--- src/rtl/flight_pkg.sv ---
// flight_pkg: shared constants, FSM state type and pulse-width helper for the RC PWM link
package flight_pkg;
  localparam int RC_DIV         = 50;
  localparam int RC_MIN_TICKS   = 1000;
  localparam int RC_STEP_TICKS  = 4;
  localparam int RC_FRAME_TICKS = 20000;
  localparam int PITCH          = 0;
  localparam int ROLL           = 1;
  localparam int YAW            = 2;
  localparam int THROTTLE       = 3;
  localparam int NUM_CH         = 4;
  localparam int CH_W           = 8;
  typedef enum logic {IDLE, RUN} rc_state_e;
  function automatic logic [31:0] rc_pulse_ticks(input logic [CH_W-1:0] v, input int min_t, input int step_t);
    return 32'(min_t) + 32'(v) * 32'(step_t);
  endfunction
endpackage

--- src/rtl/rc_pulse_channel.sv ---
// rc_pulse_channel: one PWM channel holding its active byte and registering the width compare
// Ports: clk_i, rst_ni (sync, active-low); load_i copies val_i into the active byte;
// run_i/frame_cnt_i come from the shared frame timer; pwm_o is the registered PWM output.
module rc_pulse_channel import flight_pkg::*; #(
  parameter int MIN_TICKS  = RC_MIN_TICKS,
  parameter int STEP_TICKS = RC_STEP_TICKS,
  parameter int FW         = 16
) (
  input  logic            clk_i,
  input  logic            rst_ni,
  input  logic            load_i,
  input  logic [CH_W-1:0] val_i,
  input  logic            run_i,
  input  logic [FW-1:0]   frame_cnt_i,
  output logic            pwm_o
);
  logic [CH_W-1:0] active_q, active_d;
  logic            pwm_q, pwm_d;
  // On a load cycle the compare still sees the old byte; frame_cnt is 0 then, so the output is high either way.
  always_comb begin
    active_d = load_i ? val_i : active_q;
    pwm_d    = run_i && (32'(frame_cnt_i) < rc_pulse_ticks(active_q, MIN_TICKS, STEP_TICKS));
  end
  always_ff @(posedge clk_i) begin
    if (!rst_ni) begin
      active_q <= '0;
      pwm_q    <= 1'b0;
    end else begin
      active_q <= active_d;
      pwm_q    <= pwm_d;
    end
  end
  assign pwm_o = pwm_q;
endmodule

--- src/rtl/rc_pwm_encoder.sv ---
// rc_pwm_encoder: four-channel servo PWM encoder with frame-aligned valid/ready channel updates
// Ports: clk_i, rst_ni (sync, active-low); en_i run request; cfg_valid_i/cfg_ready_o/cfg_data_i
// update handshake ([7:0] pitch, [15:8] roll, [23:16] yaw, [31:24] throttle);
// *_pwm_o registered PWM outputs; frame_start_o one-cycle pulse on the edge all outputs rise.
module rc_pwm_encoder import flight_pkg::*; #(
  parameter int DIV         = RC_DIV,
  parameter int MIN_TICKS   = RC_MIN_TICKS,
  parameter int STEP_TICKS  = RC_STEP_TICKS,
  parameter int FRAME_TICKS = RC_FRAME_TICKS
) (
  input  logic        clk_i,
  input  logic        rst_ni,
  input  logic        en_i,
  input  logic        cfg_valid_i,
  output logic        cfg_ready_o,
  input  logic [31:0] cfg_data_i,
  output logic        pitch_pwm_o,
  output logic        roll_pwm_o,
  output logic        yaw_pwm_o,
  output logic        throttle_pwm_o,
  output logic        frame_start_o
);
  localparam int DW = DIV > 1 ? $clog2(DIV) : 1;
  localparam int FW = $clog2(FRAME_TICKS);
  localparam logic [DW-1:0] DIV_LAST   = DW'(DIV - 1);
  localparam logic [FW-1:0] FRAME_LAST = FW'(FRAME_TICKS - 1);
  rc_state_e   state_q, state_d;
  logic [DW-1:0] div_cnt_q, div_cnt_d;
  logic [FW-1:0] frame_cnt_q, frame_cnt_d;
  logic [31:0] shadow_q, shadow_d;
  logic        pending_q, pending_d, fs_q;
  logic        run, tick, wrap, fs, load, accept;
  logic [NUM_CH-1:0] pwm;
  assign run    = state_q == RUN;
  assign tick   = run && div_cnt_q == DIV_LAST;
  assign wrap   = tick && frame_cnt_q == FRAME_LAST;
  // Counters are held at 0 in IDLE, so the first RUN cycle is also a frame start.
  assign fs     = run && div_cnt_q == '0 && frame_cnt_q == '0;
  assign load   = fs && pending_q;
  assign accept = cfg_valid_i && !pending_q;
  always_comb begin
    state_d     = run ? ((wrap && !en_i) ? IDLE : RUN) : (en_i ? RUN : IDLE);
    div_cnt_d   = (!run || tick) ? '0 : div_cnt_q + 1'b1;
    frame_cnt_d = (!run || wrap) ? '0 : (tick ? frame_cnt_q + 1'b1 : frame_cnt_q);
    pending_d   = accept || (pending_q && !load);
    shadow_d    = accept ? cfg_data_i : shadow_q;
  end
  always_ff @(posedge clk_i) begin
    if (!rst_ni) begin
      state_q     <= IDLE;
      div_cnt_q   <= '0;
      frame_cnt_q <= '0;
      shadow_q    <= '0;
      pending_q   <= 1'b0;
      fs_q        <= 1'b0;
    end else begin
      state_q     <= state_d;
      div_cnt_q   <= div_cnt_d;
      frame_cnt_q <= frame_cnt_d;
      shadow_q    <= shadow_d;
      pending_q   <= pending_d;
      fs_q        <= fs;
    end
  end
  genvar i;
  for (i = 0; i < NUM_CH; i++) begin : g_ch
    rc_pulse_channel #(
      .MIN_TICKS (MIN_TICKS),
      .STEP_TICKS(STEP_TICKS),
      .FW        (FW)
    ) u_ch (
      .clk_i      (clk_i),
      .rst_ni     (rst_ni),
      .load_i     (load),
      .val_i      (shadow_q[i*CH_W +: CH_W]),
      .run_i      (run),
      .frame_cnt_i(frame_cnt_q),
      .pwm_o      (pwm[i])
    );
  end
  assign cfg_ready_o    = !pending_q;
  assign frame_start_o  = fs_q;
  assign pitch_pwm_o    = pwm[PITCH];
  assign roll_pwm_o     = pwm[ROLL];
  assign yaw_pwm_o      = pwm[YAW];
  assign throttle_pwm_o = pwm[THROTTLE];
endmodule
--- config.mk ---
export PLATFORM = sky130hd
export DESIGN_NAME = rc_pwm_encoder
export DESIGN_NICKNAME = d
export VERILOG_FILES = /design/src/rtl/flight_pkg.sv /design/src/rtl/rc_pulse_channel.sv /design/src/rtl/rc_pwm_encoder.sv
export SDC_FILE = /design/constraint.sdc
export NUM_CORES = 1
export LEC_CHECK = 0
export ABC_AREA = 1
export ABC_CLOCK_PERIOD_IN_PS = 2380
export BUFFER_PORTS_ARGS = -buffer_cell sky130_fd_sc_hd__buf_2
export CAP_MARGIN = 30
export CORE_MARGIN = 3
export CORE_UTILIZATION = 35
export DETAILED_ROUTE_END_ITERATION = 8
export PLACE_DENSITY_LB_ADDON = 0.25
export SLEW_MARGIN = 10
export SYNTH_ARGS = -nofsm -noshare
export SYNTH_HDL_FRONTEND = slang
export SYNTH_SLANG_ARGS = --single-unit
--- constraint.sdc ---
create_clock -name clk_i -period 2.38 [get_ports clk_i]
set_clock_uncertainty 0.15 [all_clocks]
set_input_delay 0.119 -clock clk_i [delete_from_list [all_inputs] [get_ports clk_i]]
set_output_delay 0.119 -clock clk_i [all_outputs]
set_load 0.1 [all_outputs]
* Word-level counts from Yosys, hierarchy flattened
Cells that the tools add are included.
** Storage, ports and cells
- Flip-flop bits (word level) :: 92
- Bits of input ports :: 36
- Output and inout port bits :: 6
- Logic and storage cells :: 53
** Cells by class
- $add $sub $neg :: 6
- Magnitude comparators :: 4
- Eq/ne operators :: 2
- Multiplexer cells :: 3
- Bitwise logic cells :: 1
- Reductions and logical operators :: 23
** Operators by type and width (number)
- 15-bit by 32-bit less-than comparator with 1-bit output :: 4
- 10-bit by 10-bit adder with 11-bit output (first input constant) :: 4
- 15-bit by 1-bit adder with 15-bit output (second input constant) :: 1
- 15-bit equality test (second input constant) :: 1
- 15-bit logical NOT :: 1
- 1-bit logical AND :: 12
- 6-bit by 1-bit adder with 6-bit output (second input constant) :: 1
- 6-bit equality test (second input constant) :: 1
- 6-bit logical NOT :: 1
- 1-bit logical NOT :: 4
- 2-bit OR reduction :: 2
- 1-bit logical OR :: 3
- 1-bit two-way mux :: 3
- 1-bit inverter :: 1

* Depth between registers and ports, before layout
Gate-level depths: netlist (run 1).
- Depth after elaboration :: 7
- Mapped depth :: 10
- Gate-level depth less buffers :: 10

* Cells and area by module
From an unflattened synthesis (run 1), not the netlist that was laid out.
** Second synthesis, totals
- Cell total of the unflattened synthesis :: 658
- Area, all modules :: 4814.6 um2
** By module, submodules not included
- rc_pwm_encoder :: instances 1, cells an instance 325, area an instance 2401.1 um2, seq. area each 1121.1 um2
- rc_pulse_channel at g_ch[0].u_ch ... :: instances 3, cells an instance 82, area an instance 599.3 um2, seq. area each 180.2 um2
- rc_pulse_channel at g_ch[3].u_ch :: instances 1, cells an instance 87, area an instance 615.6 um2, seq. area each 180.2 um2

* Least setup slack after synthesis (run 1)
No wires, ideal clock.
- Kind :: reg2reg
- Start point :: register pending_q
- End point :: register shadow_q[19]
- Library setup time :: 0.065 ns
- Arrival :: 1.741 ns
- Required time :: 2.165 ns
- Path slack :: 0.424 ns
- Stages on the path, launching flop included :: 7
- Buffers on the path :: 1
- Period minus slack after synthesis :: 1.956 ns
- Path through :: dfxtp_1 inv_1 nand2_1 inv_1 clkbuf_1 nor2_1 nor2_1
** Between the ends
- Longest elaborated chain between the ends :: 2
** Ends and longest elaborated chain
- start: declaration :: line rc_pwm_encoder.sv:31 : logic pending_q, pending_d, fs_q;
- start signal: assignment :: line rc_pwm_encoder.sv:61 : pending_q <= pending_d;
- 1-bit logical NOT
- net cfg_ready_o :: line rc_pwm_encoder.sv:15 : output logic cfg_ready_o,
- 1-bit logical AND :: line rc_pwm_encoder.sv:40 : assign accept = cfg_valid_i && !pending_q;
- end signal: assignment :: line rc_pwm_encoder.sv:60 : shadow_q <= shadow_d;
- end: declaration :: line rc_pwm_encoder.sv:30 : logic [31:0] shadow_q, shadow_d;
The timed path passes the listed nets, and every way through them passes these cells.
A chain may end at the register's enable or synchronous reset.

* Worst setup path in the final report (run 1)
- Start point :: register g_ch[2].u_ch.active_q[1]
- End point :: register g_ch[2].u_ch.pwm_q
** Between the ends
- Longest elaborated chain between the ends :: 3
** Ends and longest elaborated chain
- start: declaration :: line rc_pulse_channel.sv:17 : logic [CH_W-1:0] active_q, active_d;
- start signal: assignment :: line rc_pulse_channel.sv:29 : active_q <= active_d;
- 10-bit by 10-bit adder with 11-bit output :: line flight_pkg.sv:15 : return 32'(min_t) + 32'(v) * 32'(step_t);
- 15-bit by 32-bit less-than comparator with 1-bit output :: line rc_pulse_channel.sv:22 : pwm_d = run_i && (32'(frame_cnt_i) < rc_pulse_ticks(active_q, MIN_TICKS, STEP_TICKS));
- 1-bit logical AND :: line rc_pulse_channel.sv:22
- end signal: assignment :: line rc_pulse_channel.sv:30 : pwm_q <= pwm_d;
- end: declaration :: line rc_pulse_channel.sv:18 : logic pwm_q, pwm_d;
No other way between the ends.

==> results.cfg, run 1 <==
[run_status]
status = completed

[placed_design]
dp_hpwl_mm = 7.49
dp_slack_ns = 0.388
port_buffers = 41
gp_congestion = 0.810

[floorplanning]
start_util_pct = 36.1
core.rowCount = 42
io_pins = 42
die_w_um = 124
die_h_um = 124
coreArea_um2 = 13400
dieArea_um2 = 15300

[worst_setup_path]
critical_path.max_fanout = 4
cp.arrival_ns = 2.07
rrSetupSlack_ns = 0.39
cp-end-kind = flip-flop
regToRegEndpoint = g_ch[2].u_ch.pwm_o
path_class = flip-flop to flip-flop
startpoint_type = flip-flop
worstPathRequired_ns = 2.46
r2r-start = g_ch[2].u_ch.active_q[1]
reg2reg_depth = 8

[grt]
antenna_found_initial = 0
grt_max_degree = 66
grt_use_total_pct = 15.0
overflow = 0
use_met3_pct = 2.33
grt_util_met1_pct = 19.1
grt.busiest_layer = met2
use_met2_pct = 24.9
grt_pass1_wl_mm = 18.1
grt_pass1_vias = 3981

[final_layout]
layout_common_cells = 162 x nor2_1, 138 x nand2_1, 92 x dfxtp_1
syn_to_final_growth_pct = 21.5
n_antenna_cell = 0
final_nets = 838
drive_above_1_share_pct = 10.4
nFillCells = 1389
mostFrequentLayoutCell = nor2_1

[clock_tree]
clk_latency_ns = 0.34
cts_tree = built
cts_root_buf = clkbuf_16
path_clk_slew_ns = 0.06
clk_path_buf_depth = 2
post_cts_buffers = 0
cts.sinks = 92
htreeDepth = 3
cts_buffers = 9

[logic_synthesis]
avgSynthCellArea_um2 = 7.02
syn_inst = 689
synth_area_um2 = 4830
ys_warn_count = 0
yosysUniqueCellTypes = 26
syn_nets = 766
yosys_register_bits = 92
ys_seq_area_share_pct = 38.1

[timing]
rsz0062_at_grt = no
fin_ws_ns = 0.388
fin_crit_sh_pct = 83.7
final_hold_viol_count = 0
worst_pin_slew_ns = 0.496
slew_headroom_pct = 67.1
max_clock_freq_mhz = 502
final.setup.tns_ns = 0
drv_slew = 0
setup_viol = 0
min_period_ns = 1.99

[drt]
vias = 4315
avgViaCountPerCell = 4.58
routed_wl_mm = 10.7
wire_per_inst_um = 11.4
firstDrtPassIters = 4
drt-initial-drc-count = 131
ant_nets = 0
drc = 0

[worst_hold_path]
hold_depth = 3
hp-class = input pin to flip-flop
whs_endpoint = g_ch[0].u_ch.active_q[6]
worstHoldStart = rst_ni

[power_and_ir_drop]
p_per_area_nw_per_um2 = 635
p_leak_nw = 2.87
vdd_drop_max_mv = 0.382

[run]
cap_violations = 0
layer usage:
metal  up-vias  part of all wire [%]
li1       2326                     -
met1      1923                    48
met2        54                    47
met3        12                   2.5
met4         0                   1.8
met5         -                     0
Yosys cell counts:
| cell | instances | area, um^2 |
|---|---|---|
| nor2_4 | 2 | 22.5 |
| ha_1 | 41 | 513 |
| buf_2 | 8 | 40.0 |
| nand3b_1 | 1 | 7.51 |
| nand2_1 | 138 | 518 |
| nor3b_1 | 1 | 7.51 |
| inv_2 | 1 | 3.75 |
| nor4_1 | 5 | 31.3 |
| xor2_1 | 22 | 193 |
| a21oi_1 | 26 | 130 |
| xnor2_1 | 1 | 8.76 |
| o21a_1 | 4 | 30.0 |
| buf_6 | 2 | 22.5 |
| nand3_1 | 32 | 160 |
| buf_4 | 3 | 22.5 |
| nand4_1 | 3 | 18.8 |
| dfxtp_1 | 92 | 1840 |
| nor2_2 | 7 | 43.8 |
| nor3_1 | 18 | 90.1 |
| nor2_1 | 162 | 608 |
| nand2_4 | 2 | 22.5 |
| nand2_2 | 1 | 6.26 |
| a31oi_1 | 1 | 6.26 |
| inv_1 | 64 | 240 |
| o21ai_0 | 41 | 205 |
| clkbuf_1 | 11 | 41.3 |
state kept, by name, indices dropped and copies added (netlist names):
| register | cells |
|---|---|
| g_ch.u_ch.pwm_o | 4 |
| g_ch.u_ch.active_q | 32 |
| run | 1 |
| shadow_q | 32 |
| frame_start_o | 1 |
| pending_q | 1 |
| frame_cnt_q | 15 |
| div_cnt_q | 6 |
worst max path at each step:
stage	start	to	slack [ns]	depth (start not counted)
after floorplan	pending_q	shadow_q[19]	0.42	6
after global placement	g_ch[2].u_ch.active_q[1]	g_ch[2].u_ch.pwm_o	0.44	8
after global routing	g_ch[2].u_ch.active_q[1]	g_ch[2].u_ch.pwm_o	0.17	8
after detailed placement	g_ch[2].u_ch.active_q[1]	g_ch[2].u_ch.pwm_o	0.39	8
final	g_ch[2].u_ch.active_q[1]	g_ch[2].u_ch.pwm_o	0.39	8
after CTS	g_ch[2].u_ch.active_q[1]	g_ch[2].u_ch.pwm_o	0.37	8
worst max-delay path: stages (launching register included):
cell,delay [ns]
dfxtp_1,0.34
ha_1,0.23
nor3_1,0.25
nand3_1,0.13
xor2_1,0.16
ha_1,0.30
nand2_1,0.06
nor3_1,0.18
a21oi_1,0.08
metrics by stage:
stage | hold slack, ns | cell area [um^2] | instances | utilization (%) | power, mW
3_3_place_gp | 0.169 | 5220 | 892 | 39.0 | 2.23
2_1_floorplan | 0.0753 | 4830 | 689 | - | 2.13
5_1_grt | 0.0536 | 5870 | 942 | 43.8 | 3.93
6_report | 0.0344 | 5870 | 942 | 43.8 | 3.73
3_5_place_dp | 0.170 | 5220 | 892 | 39.0 | 2.25
4_1_cts | 0.0281 | 5870 | 942 | 43.8 | 3.78
cell families after synthesis:
| family | count (synthesis) | share of synthesized area [%] |
|---|---|---|
| compound gates | 72 | 7.69 |
| xor+xnor | 23 | 4.17 |
| fa+ha+maj | 41 | 10.6 |
| buf+inv | 89 | 7.66 |
| flops | 92 | 38.1 |
| simple gates | 372 | 31.8 |
cell type report:
type	count	area, um^2	share of cell area [%]
tap	176	220	3.75
timing repair buffer	85	633	10.8
multi-input combinational	508	2620	44.6
inverter	65	244	4.15
clock inverter	5	60.1	1.02
clock buffer	11	253	4.30
sequential	92	1840	31.4
power breakdown:
| part | switching (mW) | internal (mW) | leakage (nW) |
|---|---|---|---|
| Sequential | 0.0577 | 1.63 | 0.754 |
| Clock | 0.605 | 0.873 | 0.152 |
| Combinational | 0.335 | 0.227 | 1.97 |
timing repair:
item,CTS,global route
resized for setup,0,0
hold buffers,34,0
setup endpoints to repair,0,0
hold endpoints to repair,34,0
(Power assumes the default switching activity.)
==> run 2: changes to the inputs <==
--- a/config.mk
+++ b/config.mk
@@ -6,7 +6,7 @@
 export NUM_CORES = 1
 export LEC_CHECK = 0
 export ABC_AREA = 1
-export ABC_CLOCK_PERIOD_IN_PS = 2380
+export ABC_CLOCK_PERIOD_IN_PS = 1900
 export BUFFER_PORTS_ARGS = -buffer_cell sky130_fd_sc_hd__buf_2
 export CAP_MARGIN = 30
 export CORE_MARGIN = 3
==> constraint.sdc (replaced) <==
create_clock -name clk_i -period 1.9 [get_ports clk_i]
set_clock_uncertainty 0.15 [all_clocks]
set_input_delay 0.095 -clock clk_i [delete_from_list [all_inputs] [get_ports clk_i]]
set_output_delay 0.095 -clock clk_i [all_outputs]
set_load 0.1 [all_outputs]
==> results.cfg, run 2 (synthesis gave the netlist of run 1 again) <==
[timing]
min_period_ns = 1.89
final_hold_viol_count = 0
fin_crit_sh_pct = 99.4
worst_pin_slew_ns = 0.503
holdWs_ns = 0.0827
setup_viol = 0
final.setup.tns_ns = 0
slew_headroom_pct = 66.7
drv_slew = 0
max_clock_freq_mhz = 530
rsz0062_at_grt = yes

[placed_design]
dp_hpwl_mm = 7.60
dpl_cell_area_um2 = 5330
port_buffers = 41
gp_congestion = 0.843

[drt]
wire_per_inst_um = 11.4
drt-initial-drc-count = 205
vias = 4412
ant_nets = 0
avgViaCountPerCell = 4.61
firstDrtPassIters = 4
routed_wl_mm = 10.9
drc = 0

[worst_setup_path]
cp.depth = 10
cp-end-kind = flip-flop
path_class = flip-flop to flip-flop
cp_num_buf_inv = 1
cp_slowest_stage_delay_ns = 0.34
critical_path.max_fanout = 3
startpoint_type = flip-flop
worstPathRequired_ns = 2.03
critPathMostFrequentCell = nor2_1
crit_chain = ha_4, nor3_4, buf_6, xor2_2, ha_1, nand2_1, nor2_1, nor2_1, nand3_1, a21oi_1
reg2reg_depth = 10
cp_slowest_cell = dfxtp_2
critPathTopFamily = simple AND/OR/NAND/NOR gates
cp.arrival_ns = 2.01

[final_layout]
final_util_pct = 45.6
mostFrequentLayoutCell = nor2_1
nFillCells = 1350
final_nets = 854
design_area_um2 = 6120
n_antenna_cell = 0
reg_top3 = g_ch.u_ch.active_q: 32 flops, shadow_q: 32 flops, frame_cnt_q: 15 flops
syn_to_final_growth_pct = 26.5
layout_common_cells = 162 x nor2_1, 138 x nand2_1, 88 x dfxtp_1
drive_above_1_share_pct = 14.9

[floorplanning]
die_h_um = 124
die_w_um = 124
io_pins = 42
dieArea_um2 = 15300
coreArea_um2 = 13400
start_util_pct = 36.1
core.rowCount = 42

[clock_tree]
cts_root_buf = clkbuf_16
clk_latency_ns = 0.34
clk_path_buf_depth = 2
cts_tree = built
path_clk_slew_ns = 0.06
htreeDepth = 3
cts.sinks = 92
cts_buffers = 9

[grt]
grt_use_total_pct = 15.2
grt_pass1_vias = 4096
overflow = 0
grt_pass1_wl_mm = 18.4
antenna_found_initial = 0
grt_max_degree = 66

[power_and_ir_drop]
switchingPower_mw = 1.26
swShare_pct = 27.1
vdd_drop_max_mv = 0.503
p_per_area_nw_per_um2 = 761
p_leak_nw = 2.97
p_clk_share_pct = 37.5
power_frac_comb_pct = 16.9
power.internal_mw = 3.39
p_seq_share_pct = 45.6

[run]
cap_violations = 0

[worst_hold_path]
hp-class = input pin to flip-flop
hold_depth = 4

[run_status]
status = completed
==> run 2: cell types whose count changed in the layout (fill, tap and decap cells not counted), sizes merged <==
cell	delta
buf	+16
inv	-1
clkinv	-1
clkinvlp	+1
==> run 2: layout make-up <==
| class | count | area [um^2] | area share, % |
|---|---|---|---|
| Timing Repair Buffer | 101 | 761 | 12.4 |
| Multi-Input combinational cell | 508 | 2760 | 45.1 |
| Tap cell | 176 | 220 | 3.60 |
| Clock inverter | 4 | 51.3 | 0.839 |
| Clock buffer | 11 | 233 | 3.81 |
| Sequential cell | 92 | 1850 | 30.2 |
| Inverter | 65 | 248 | 4.05 |
==> run 2: power by group through the flow <==
stage                     clock [mW]  sequential, mW  combinational (mW)
after CTS                       1.80            2.12               0.747
after detailed placement           0            2.16               0.688
after floorplan                    0            2.19               0.470
after global routing            1.88            2.14               0.898
final                           1.74            2.12               0.786
after global placement             0            2.16               0.668
==> run 2: path summary, 6_finish.rpt <==
kind / from / endpoint / slack [ns]
worst min-delay path: rst_ni / g_ch[0].u_ch.active_q[2] / 0.08
worst max-delay path: g_ch[2].u_ch.active_q[2] / g_ch[2].u_ch.pwm_o / 0.01
worst min register to register: shadow_q[14] / shadow_q[14] / 0.33
worst max register to register: g_ch[2].u_ch.active_q[2] / g_ch[2].u_ch.pwm_o / 0.01
==> run 2: worst reg2reg max path, cell delays in order (launching register included) <==
cell	delay, ns
dfxtp_2	0.34
ha_4	0.17
nor3_4	0.18
buf_6	0.13
xor2_2	0.15
ha_1	0.27
nand2_1	0.09
nor2_1	0.06
nor2_1	0.09
nand3_1	0.08
a21oi_1	0.13
==> run 2: what timing repair did <==
action	4_1_cts	5_1_grt
buffers inserted	0	2
hold buffers	34	0
gates resized for setup	3	30
setup endpoints to repair	3	19
hold endpoints to repair	34	0
pin swaps	0	10
==> run 2: metal layers <==
layer / GRT usage (%) / vias up / part of all wire (%) / routed length [um]
li1: - / 2357 / - / -
met1: 19.5 / 1991 / 49 / 5360
met2: 24.1 / 54 / 46 / 5080
met3: 3.66 / 10 / 3.0 / 324
met4: 6.99 / 0 / 1.5 / 161
met5: 0 / - / 0 / 0
==> run 2: metrics by stage <==
step                worst slack [ns]  power [mW]  std cells
detailed placement           -0.0556        2.85        906
floorplan                     0.0526        2.66        689
finish                        0.0121        4.66        957
global route                  -0.134        4.92        957
global placement              0.0333        2.82        906
CTS                          0.00236        4.67        955
